## src/rtl/bram_col_stream_reader.sv

```systemverilog
// bram_col_stream_reader
//   Read-side sequencer for one BRAM column. A start command with a non-zero
//   length walks addresses base..base+len-1 (wrapping mod 2^ADDR_WIDTH) and
//   streams the returned words out on a valid/ready interface, flagging the
//   final word with m_last. A small first-word-fall-through FIFO absorbs the
//   BRAM read latency. Reads are only issued when a FIFO slot is guaranteed,
//   so backpressure never drops data.
//
// Ports
//   clk, rst_n            clock, asynchronous active-low reset
//   start, base_addr, len command strobe (honoured only when idle), first address, word count
//   busy, done            command in progress, one-cycle completion pulse
//   mem_rd_en             read strobe to the BRAM column
//   mem_addr_read         read address to the BRAM column
//   mem_data_out          read data from the BRAM column, RD_LATENCY cycles after the strobe
//   m_valid, m_ready      output stream handshake
//   m_data, m_last        output stream payload and end-of-command flag
module bram_col_stream_reader #(
  parameter int DATA_WIDTH = 32,
  parameter int ADDR_WIDTH = 11,
  parameter int LEN_WIDTH  = 12,
  parameter int RD_LATENCY = 1,
  parameter int FIFO_DEPTH = 4
) (
  input  logic                  clk,
  input  logic                  rst_n,
  input  logic                  start,
  input  logic [ADDR_WIDTH-1:0] base_addr,
  input  logic [LEN_WIDTH-1:0]  len,
  output logic                  busy,
  output logic                  done,
  output logic                  mem_rd_en,
  output logic [ADDR_WIDTH-1:0] mem_addr_read,
  input  logic [DATA_WIDTH-1:0] mem_data_out,
  output logic                  m_valid,
  input  logic                  m_ready,
  output logic [DATA_WIDTH-1:0] m_data,
  output logic                  m_last
);

  localparam int PW = (FIFO_DEPTH > 1) ? $clog2(FIFO_DEPTH) : 1;
  // Wide enough for fifo_count + inflight + the read issued this cycle.
  localparam int CW = $clog2(2 * FIFO_DEPTH + 2) + 1;

  typedef enum logic [1:0] {IDLE, ISSUE, DRAIN} state_t;

  state_t                state;
  logic [ADDR_WIDTH-1:0] next_addr;
  logic [LEN_WIDTH-1:0]  remaining;
  logic                  rd_last;

  logic [RD_LATENCY-1:0] pipe_vld;
  logic [RD_LATENCY-1:0] pipe_last;

  logic [DATA_WIDTH-1:0] fifo_data [FIFO_DEPTH];
  logic                  fifo_last [FIFO_DEPTH];
  logic [PW-1:0]         wr_ptr;
  logic [PW-1:0]         rd_ptr;
  logic [CW-1:0]         fifo_count;
  logic [CW-1:0]         inflight;

  logic                  push;
  logic                  pop;
  logic [CW-1:0]         outstanding;
  logic                  credit_ok;

  function automatic logic [PW-1:0] ptr_inc(input logic [PW-1:0] p);
    return (p == PW'(FIFO_DEPTH - 1)) ? '0 : p + PW'(1);
  endfunction

  // The oldest in-flight read lands in the FIFO at the end of its final stage.
  assign push        = pipe_vld[RD_LATENCY-1];
  assign m_valid     = (fifo_count != '0);
  assign pop         = m_valid && m_ready;
  // Storage is not reset, so the head is gated to give clean zeros while empty.
  assign m_data      = m_valid ? fifo_data[rd_ptr] : '0;
  assign m_last      = m_valid && fifo_last[rd_ptr];
  // The read currently on mem_rd_en already owns a slot, so it is counted too.
  assign outstanding = fifo_count + inflight + CW'(mem_rd_en);
  assign credit_ok   = (outstanding < CW'(FIFO_DEPTH));

  // Command sequencer. mem_rd_en/mem_addr_read are registered: the issue
  // decision is taken at the edge before the cycle the strobe is visible.
  // NOTE: sequential state uses non-blocking assignments only, so every
  // register samples pre-edge values regardless of statement order.
  always_ff @(posedge clk or negedge rst_n) begin
    if (!rst_n) begin
      state         <= IDLE;
      busy          <= 1'b0;
      done          <= 1'b0;
      mem_rd_en     <= 1'b0;
      mem_addr_read <= '0;
      next_addr     <= '0;
      remaining     <= '0;
      rd_last       <= 1'b0;
    end else begin
      done      <= 1'b0;
      mem_rd_en <= 1'b0;
      rd_last   <= 1'b0;
      unique case (state)
        IDLE: begin
          if (start) begin
            if (len != '0) begin
              // FIFO and pipeline are empty whenever we are idle, so the
              // first read needs no credit check.
              busy          <= 1'b1;
              mem_rd_en     <= 1'b1;
              mem_addr_read <= base_addr;
              next_addr     <= base_addr + ADDR_WIDTH'(1);
              remaining     <= len - LEN_WIDTH'(1);
              rd_last       <= (len == LEN_WIDTH'(1));
              state         <= (len == LEN_WIDTH'(1)) ? DRAIN : ISSUE;
            end else begin
              done <= 1'b1;
            end
          end
        end
        ISSUE: begin
          if (credit_ok) begin
            mem_rd_en     <= 1'b1;
            mem_addr_read <= next_addr;
            next_addr     <= next_addr + ADDR_WIDTH'(1);
            remaining     <= remaining - LEN_WIDTH'(1);
            rd_last       <= (remaining == LEN_WIDTH'(1));
            if (remaining == LEN_WIDTH'(1)) state <= DRAIN;
          end
        end
        DRAIN: begin
          if (pop && m_last) begin
            state <= IDLE;
            busy  <= 1'b0;
            done  <= 1'b1;
          end
        end
        default: state <= IDLE;
      endcase
    end
  end

  // In-flight tracking: one stage per cycle of BRAM latency, plus FIFO
  // pointers and occupancy counts.
  always_ff @(posedge clk or negedge rst_n) begin
    if (!rst_n) begin
      pipe_vld   <= '0;
      pipe_last  <= '0;
      wr_ptr     <= '0;
      rd_ptr     <= '0;
      fifo_count <= '0;
      inflight   <= '0;
    end else begin
      pipe_vld[0]  <= mem_rd_en;
      pipe_last[0] <= mem_rd_en && rd_last;
      for (int i = 1; i < RD_LATENCY; i++) begin
        pipe_vld[i]  <= pipe_vld[i-1];
        pipe_last[i] <= pipe_last[i-1];
      end
      inflight <= inflight + CW'(mem_rd_en) - CW'(push);
      if (push) wr_ptr <= ptr_inc(wr_ptr);
      if (pop)  rd_ptr <= ptr_inc(rd_ptr);
      unique case ({push, pop})
        2'b10:   fifo_count <= fifo_count + CW'(1);
        2'b01:   fifo_count <= fifo_count - CW'(1);
        default: fifo_count <= fifo_count;
      endcase
    end
  end

  // NOTE: FIFO storage has no reset; occupancy is tracked by the reset
  // counters above, and leaving the array unreset lets it map to plain
  // registers or distributed RAM.
  always_ff @(posedge clk) begin
    if (push) begin
      fifo_data[wr_ptr] <= mem_data_out;
      fifo_last[wr_ptr] <= pipe_last[RD_LATENCY-1];
    end
  end

endmodule

```

## config.mk

```make
export PLATFORM = sky130hd
export DESIGN_NAME = bram_col_stream_reader
export DESIGN_NICKNAME = d
export VERILOG_FILES = /design/src/rtl/bram_col_stream_reader.sv
export SDC_FILE = /design/constraint.sdc
export NUM_CORES = 1
export LEC_CHECK = 0
export ABC_CLOCK_PERIOD_IN_PS = 4000
export BUFFER_PORTS_ARGS = -buffer_cell sky130_fd_sc_hd__buf_2
export CORE_MARGIN = 1
export CORE_UTILIZATION = 51
export CTS_CLUSTER_DIAMETER = 30
export DETAILED_ROUTE_END_ITERATION = 10
export PLACE_DENSITY = 0.78
export SLEW_MARGIN = 20
export SYNTH_ARGS = -nofsm -noshare
export SYNTH_HDL_FRONTEND = slang
export SYNTH_SLANG_ARGS = --single-unit
```

## constraint.sdc

```tcl
create_clock -name clk -period 4 [get_ports clk]
set_clock_uncertainty 0.15 [all_clocks]
set_input_delay 0.4 -clock clk [delete_from_list [all_inputs] [get_ports clk]]
set_output_delay 0.4 -clock clk [all_outputs]
set_load 0.02 [all_outputs]
```

* Yosys cells after proc, flatten, opt, wreduce, memory -nomap -nowiden
Memory sizes are Yosys's and may differ from the RTL's.
Index checks and enable logic that the tools add are counted.
** Word-level totals
- Bits of input ports :: 59
- Output and inout port bits :: 48
- Word-level logic and storage cells :: 96
- RAM bits :: 132
- Memories :: 2
- Register bits after elaboration :: 56
** Memory list
- fifo_data :: words 4, width 32, rd ports 1, clocked after memory_dff 0, write ports 1, RTL line 55 : logic [DATA_WIDTH-1:0] fifo_data [FIFO_DEPTH];
- fifo_last :: words 4, width 1, rd ports 1, clocked after memory_dff 0, write ports 1, RTL line 56 : logic fifo_last [FIFO_DEPTH];
** Operators by class
- Add/sub/neg operators :: 12
- Eq/ne operators :: 13
- Order comparisons :: 1
- Muxes and demuxes :: 41
- Reductions and logical operators :: 13
** Operator list (number)
- 2-to-1 mux 11 bit :: 6
- one-hot mux 11 bit (2 select lines) :: 2
- 2-to-1 mux 12 bit :: 3
- 2-to-1 mux 32 bit :: 1
- == test 12 x 1 -> 1 bit (second input constant) :: 2
- one-hot mux 12 bit (2 select lines) :: 1
- subtractor 12 x 1 -> 12 bit (second input constant) :: 2
- adder 11 x 1 -> 11 bit (second input constant) :: 2
- 2-to-1 mux 2 bit :: 8
- 2-to-1 mux 1 bit :: 14
- nonzero test 12 bit :: 1
- adder 5 x 1 -> 5 bit :: 2
- != test 2 bit (second input constant) :: 5
- one-hot mux 5 bit (2 select lines) :: 1
- == test 2 bit (second input constant) :: 4
- one-hot mux 1 bit (2 select lines) :: 4
- AND reduction 4 bit :: 2
- one-hot mux 2 bit (3 select lines) :: 1
- nonzero test 2 bit :: 3
- adder 5 x 1 -> 5 bit (second input constant) :: 1
- adder 5 bit :: 1
- less-than comparator 5 x 3 -> 1 bit (second input constant) :: 1
- AND reduction 5 bit :: 1
- nonzero test 5 bit :: 1
- 6 further kinds :: 11

* Longest topological paths before layout
- Word-level depth :: 5
- Gate-level depth with buffers :: 11
- Mapped depth without buffers :: 11

* Worst setup path after synthesis
OpenSTA, ideal clock, no wires.
- Path type :: register -> register
- Start point :: register state[1]
- End point :: register next_addr[10]
- Period minus slack after synthesis :: 2772 ps
- Setup time :: 94 ps
- Cell stages (with the launch flop) :: 12
- Required time :: 3756 ps
- Arrival :: 2528 ps
- Buffers on the path :: 2
- Path slack :: 1228 ps
- Cells stage by stage :: dfrtp_1 nor2b_4 buf_6 clkbuf_1 mux2i_1 inv_1 ha_1 inv_1 or4_4 nor4b_4 xnor2_1 a221oi_2
** Between the ends
- Longest elaborated chain between the ends :: 3
- Elaborated cells on any way between the ends :: 8
- Classes of those cells :: 4 x eq/ne; 1 x mux; 3 x reduce/logical
** Ends and longest elaborated chain
- start: declaration :: RTL line 47 : state_t state;
- start signal: assignment :: RTL line 112 : state <= (len == LEN_WIDTH'(1)) ? DRAIN : ISSUE;
- == test 2 x 1 -> 1 bit or zero test 2 bit (tied branches) :: RTL line 100 : unique case (state)
- != test 2 bit (no source line) or nonzero test 2 bit (tied branches)
- AND reduction 4 bit (no source line)
- end signal: assignment :: RTL line 109 : next_addr <= base_addr + ADDR_WIDTH'(1);
- end signal: assignment :: RTL line 122 : next_addr <= next_addr + ADDR_WIDTH'(1);
- end: declaration :: RTL line 48 : logic [ADDR_WIDTH-1:0] next_addr;
Parallel ways exist; a longest one is shown, timed or not.
A chain may end at the register's enable or synchronous reset.

* Worst setup path in the final report
- Start point :: register rd_ptr[1]
- End point :: output port m_data[24]
** Between the ends
- Longest elaborated chain between the ends :: 2
** Ends and longest elaborated chain
- start: declaration :: RTL line 58 : logic [PW-1:0] rd_ptr;
- start signal: assignment :: RTL line 159 : if (pop) rd_ptr <= ptr_inc(rd_ptr);
- memory read (4 x 32 bit)
- 2-to-1 mux 32 bit :: RTL line 76 : assign m_data = m_valid ? fifo_data[rd_ptr] : '0;
- end: declaration :: RTL line 37 : output logic [DATA_WIDTH-1:0] m_data,
No other way between the ends.

==> key figures <==
Timing
  – Setup TNS: 0 ns
  – Worst Max-Slew Pin Slew: 1.083 ns
  – Final hold viol count: 0
  – Fin. max-slew vios: 0
  – Final period util: 77.22%
  – Hold WS: 0.03787 ns
  – F_max: 0.3238 GHz
  – Crit path time final: 3.089 ns
  – Final Setup Violations: 0
  – Max-slew headroom: 27.27%
  – RSZ-0062 raised after global routing: false

Yosys
  – Post-synth ARST share: 29.79%
  – Register area share after synthesis: 63.23%
  – Yosys Warn Count: 0
  – Top cell type by total area after synthesis: edfxtp_1
  – Post-Synth Adder-Cell Area: 3.863%
  – Post-Synth XOR/XNOR Area: 2.890%
  – Netlist cell types: 61
  – Mean Syn Cell Area: 14.19 sq um
  – Syn Inst Count: 598
  – Mux contribution to synthesized area: 10.14%
  – Compound-cell area share of the yosys netlist: 6.665%
  – Synthesized area: 8486 sq um
  – Primary FF master, synth: edfxtp_1
  – Simple-Gate Fraction of Synth Area: 10.73%
  – Yosys top cell area share: 46.71%
  – Synthesized flop and latch total: 188
  – Largest family of logic cells by synthesized area: simple AND/OR/NAND/NOR gates
  – Post-synth EDFFs: 132
  – Synth top area cells: edfxtp_1, dfrtp_1, mux4_2
  – Synthesized Nets: 682

Power
  – Power density cells: 757.0 nW/um^2
  – Combinational fraction of design power: 39.6%
  – LEAKAGE: 3.774 nW
  – Clock share of power: 21.9%
  – Total power: 7.443 mW
  – Sw Ratio: 37.41%
  – Pint: 4.659 mW
  – Worst VDD drop: 373.2 uV
  – Reg power frac: 38.5%
  – P_sw: 2.784 mW

Global route
  – Vias in the first global route: 5400
  – Largest net degree at the start of global routing: 39
  – Congestion Overflow GR: 0
  – Initial antenna violation count: 0
  – GRT Total Usage: 21.45%
  – First-pass GRT wire length: 27.16 mm

Flow run
  – Max Cap Viol: 0

Die
  – Die Width: 131.0 microns
  – Die area: 17160 sq um
  – Core Region: 16060 sq um
  – Die Y: 131.0 microns
  – I/O Pins: 107
  – Row count: 46
  – Initial core utilization: 52.84%

Critical path
  – CP arrival: 2.54 ns
  – Crit path capture type: output port
  – Worst setup SP type: flip-flop
  – Crit-path max FO: 21
  – Setup CP Type: flip-flop to output port
  – Worst EP required: 3.45 ns

Drt
  – Via-per-instance ratio: 5.674
  – DRC viols: 0
  – WL final: 17.44 mm
  – Drt first-iter violations: 345
  – Pre-Repair DR Iteration Count: 5
  – WL per Instance: 18.66 microns
  – Antenna-violating nets left: 0
  – Vias: 5305

Finish
  – Antenna Cells: 0
  – Finished Cell Area: 9832 sq um
  – Layout area overhead: 15.87%
  – Layout cell share with drive strength beyond 1: 27.40%
  – Most common cell after layout, fill and taps aside: edfxtp_1
  – Most frequent cells in the layout: edfxtp_1, buf_2, dfrtp_1
  – Fin util: 61.23%
  – Fin nets: 790

Placed design
  – Area after DPL: 9236 sq um
  – Port Buffers: 106
  – GP Congestion: 0.8849
  – Detailed placement HPWL: 11.72 mm

Clocking
  – Clk pin slew, worst setup/hold paths: 0.07 ns
  – Num CTS Buffers: 17
  – Worst-Skew Late Latency: 0.42 ns
  – Num Clock Sinks: 188
  – Root buf cell: clkbuf_16
  – Clk buf depth: 2
  – CTS tree: yes
  – H-tree levels: 4

Min path
  – Hold crit path type: input port to flip-flop

Run status
  – Status: completed
sequential cells by signal (all words and copies together) (netlist names):
| register | flops |
|---|---|
| rd_last | 1 |
| busy | 1 |
| fifo_count | 5 |
| rd_ptr | 2 |
| fifo_data | 128 |
| mem_rd_en | 1 |
| wr_ptr | 2 |
| pipe_last | 1 |
| state | 2 |
| pipe_vld | 1 |
| mem_addr_read | 11 |
| inflight | 5 |
| remaining | 12 |
| done | 1 |
| fifo_last | 4 |
| next_addr | 11 |
critical path, stage by stage, from the launching register on:
cell     delay (ns)
dfrtp_1        1.02
buf_4          0.40
mux4_2         0.34
and2_1         0.19
buf_2          0.16
kinds of logic after synthesis:
group,count (synthesis)
fa+ha+maj,25
flops,188
compound gates,87
xor+xnor,28
buf+inv,51
simple gates,175
mux,44
cells in the mapped netlist (4+ instances only):
| master | n |
|---|---|
| a21o_1 | 6 |
| a21oi_1 | 22 |
| a31oi_1 | 5 |
| and2_1 | 38 |
| and3_1 | 4 |
| buf_2 | 9 |
| clkbuf_1 | 15 |
| dfrtp_1 | 56 |
| edfxtp_1 | 132 |
| ha_1 | 23 |
| inv_1 | 24 |
| mux2i_1 | 7 |
| mux4_2 | 33 |
| nand2_1 | 46 |
| nand2b_1 | 4 |
| nand3_1 | 5 |
| nor2_1 | 40 |
| nor3_1 | 13 |
| nor4_1 | 4 |
| o21ai_0 | 23 |
| or3_1 | 4 |
| xnor2_1 | 17 |
| xor2_1 | 11 |
area by class of cell:
class | instances | area [sq um]
repair buffers | 115 | 600.6
flip-flops and latches | 188 | 5366
fillers | 1171 | 6226
well taps | 216 | 270.3
inverters | 25 | 93.84
clock buffers | 17 | 425.4
clock inverters | 15 | 160.2
multi-input cells | 359 | 2915
worst paths after layout:
| check | startpoint | cells after the start | slack [ns] | endpoint |
|---|---|---|---|---|
| max | rd_ptr[1]$_DFFE_PN0N_ | 4 | 0.91 | m_data[24] |
| min | mem_data_out[6] | 1 | 0.04 | fifo_data[1][6]$_DFFE_PP_ |
| max reg2reg | state[0]$_DFFE_PN0P_ | 9 | 0.92 | next_addr[10]$_DFFE_PN0P_ |
| min reg2reg | rd_last$_DFF_PN0_ | 1 | 0.31 | pipe_last$_DFF_PN0_ |
| max in group asynchronous | rst_n | 3 | 2.50 | rd_ptr[0]$_DFFE_PN0N_ |
| min in group asynchronous | rst_n | 2 | 0.33 | next_addr[1]$_DFFE_PN0P_ |
metrics by stage:
stage / std cells / setup WS (ns)
5_1_grt: 935 / 0.7149
4_1_cts: 935 / 0.8845
6_report: 935 / 0.9113
3_5_place_dp: 902 / 0.9354
2_1_floorplan: 598 / 1.228
3_3_place_gp: 902 / 1.106
timing repair:
action	4_1_cts	5_1_grt
buffers inserted	0	0
hold buffers	1	0
endpoints found under the hold margin	22	0
gates resized for setup	0	0
per-layer routing:
layer  wire [microns]  GRT usage (%)  share of wire, %  vias to the layer above
li1                 -              -                 -                     2442
met1             6917          24.29                40                     2650
met2             9288          39.25                53                      187
met3              934          4.397               5.4                       26
met4              302          9.128               1.7                        0
met5                0              0                 0                        -
power groups by stage:
stage	sequential (mW)	clock, mW	combinational, mW
2_1_floorplan	2.78	0	2.21
3_3_place_gp	2.87	0	2.84
3_5_place_dp	2.91	0	2.96
4_1_cts	2.87	1.66	2.97
5_1_grt	2.92	1.73	3.27
6_report	2.87	1.63	2.95
Power figures use the tool's default switching activity.
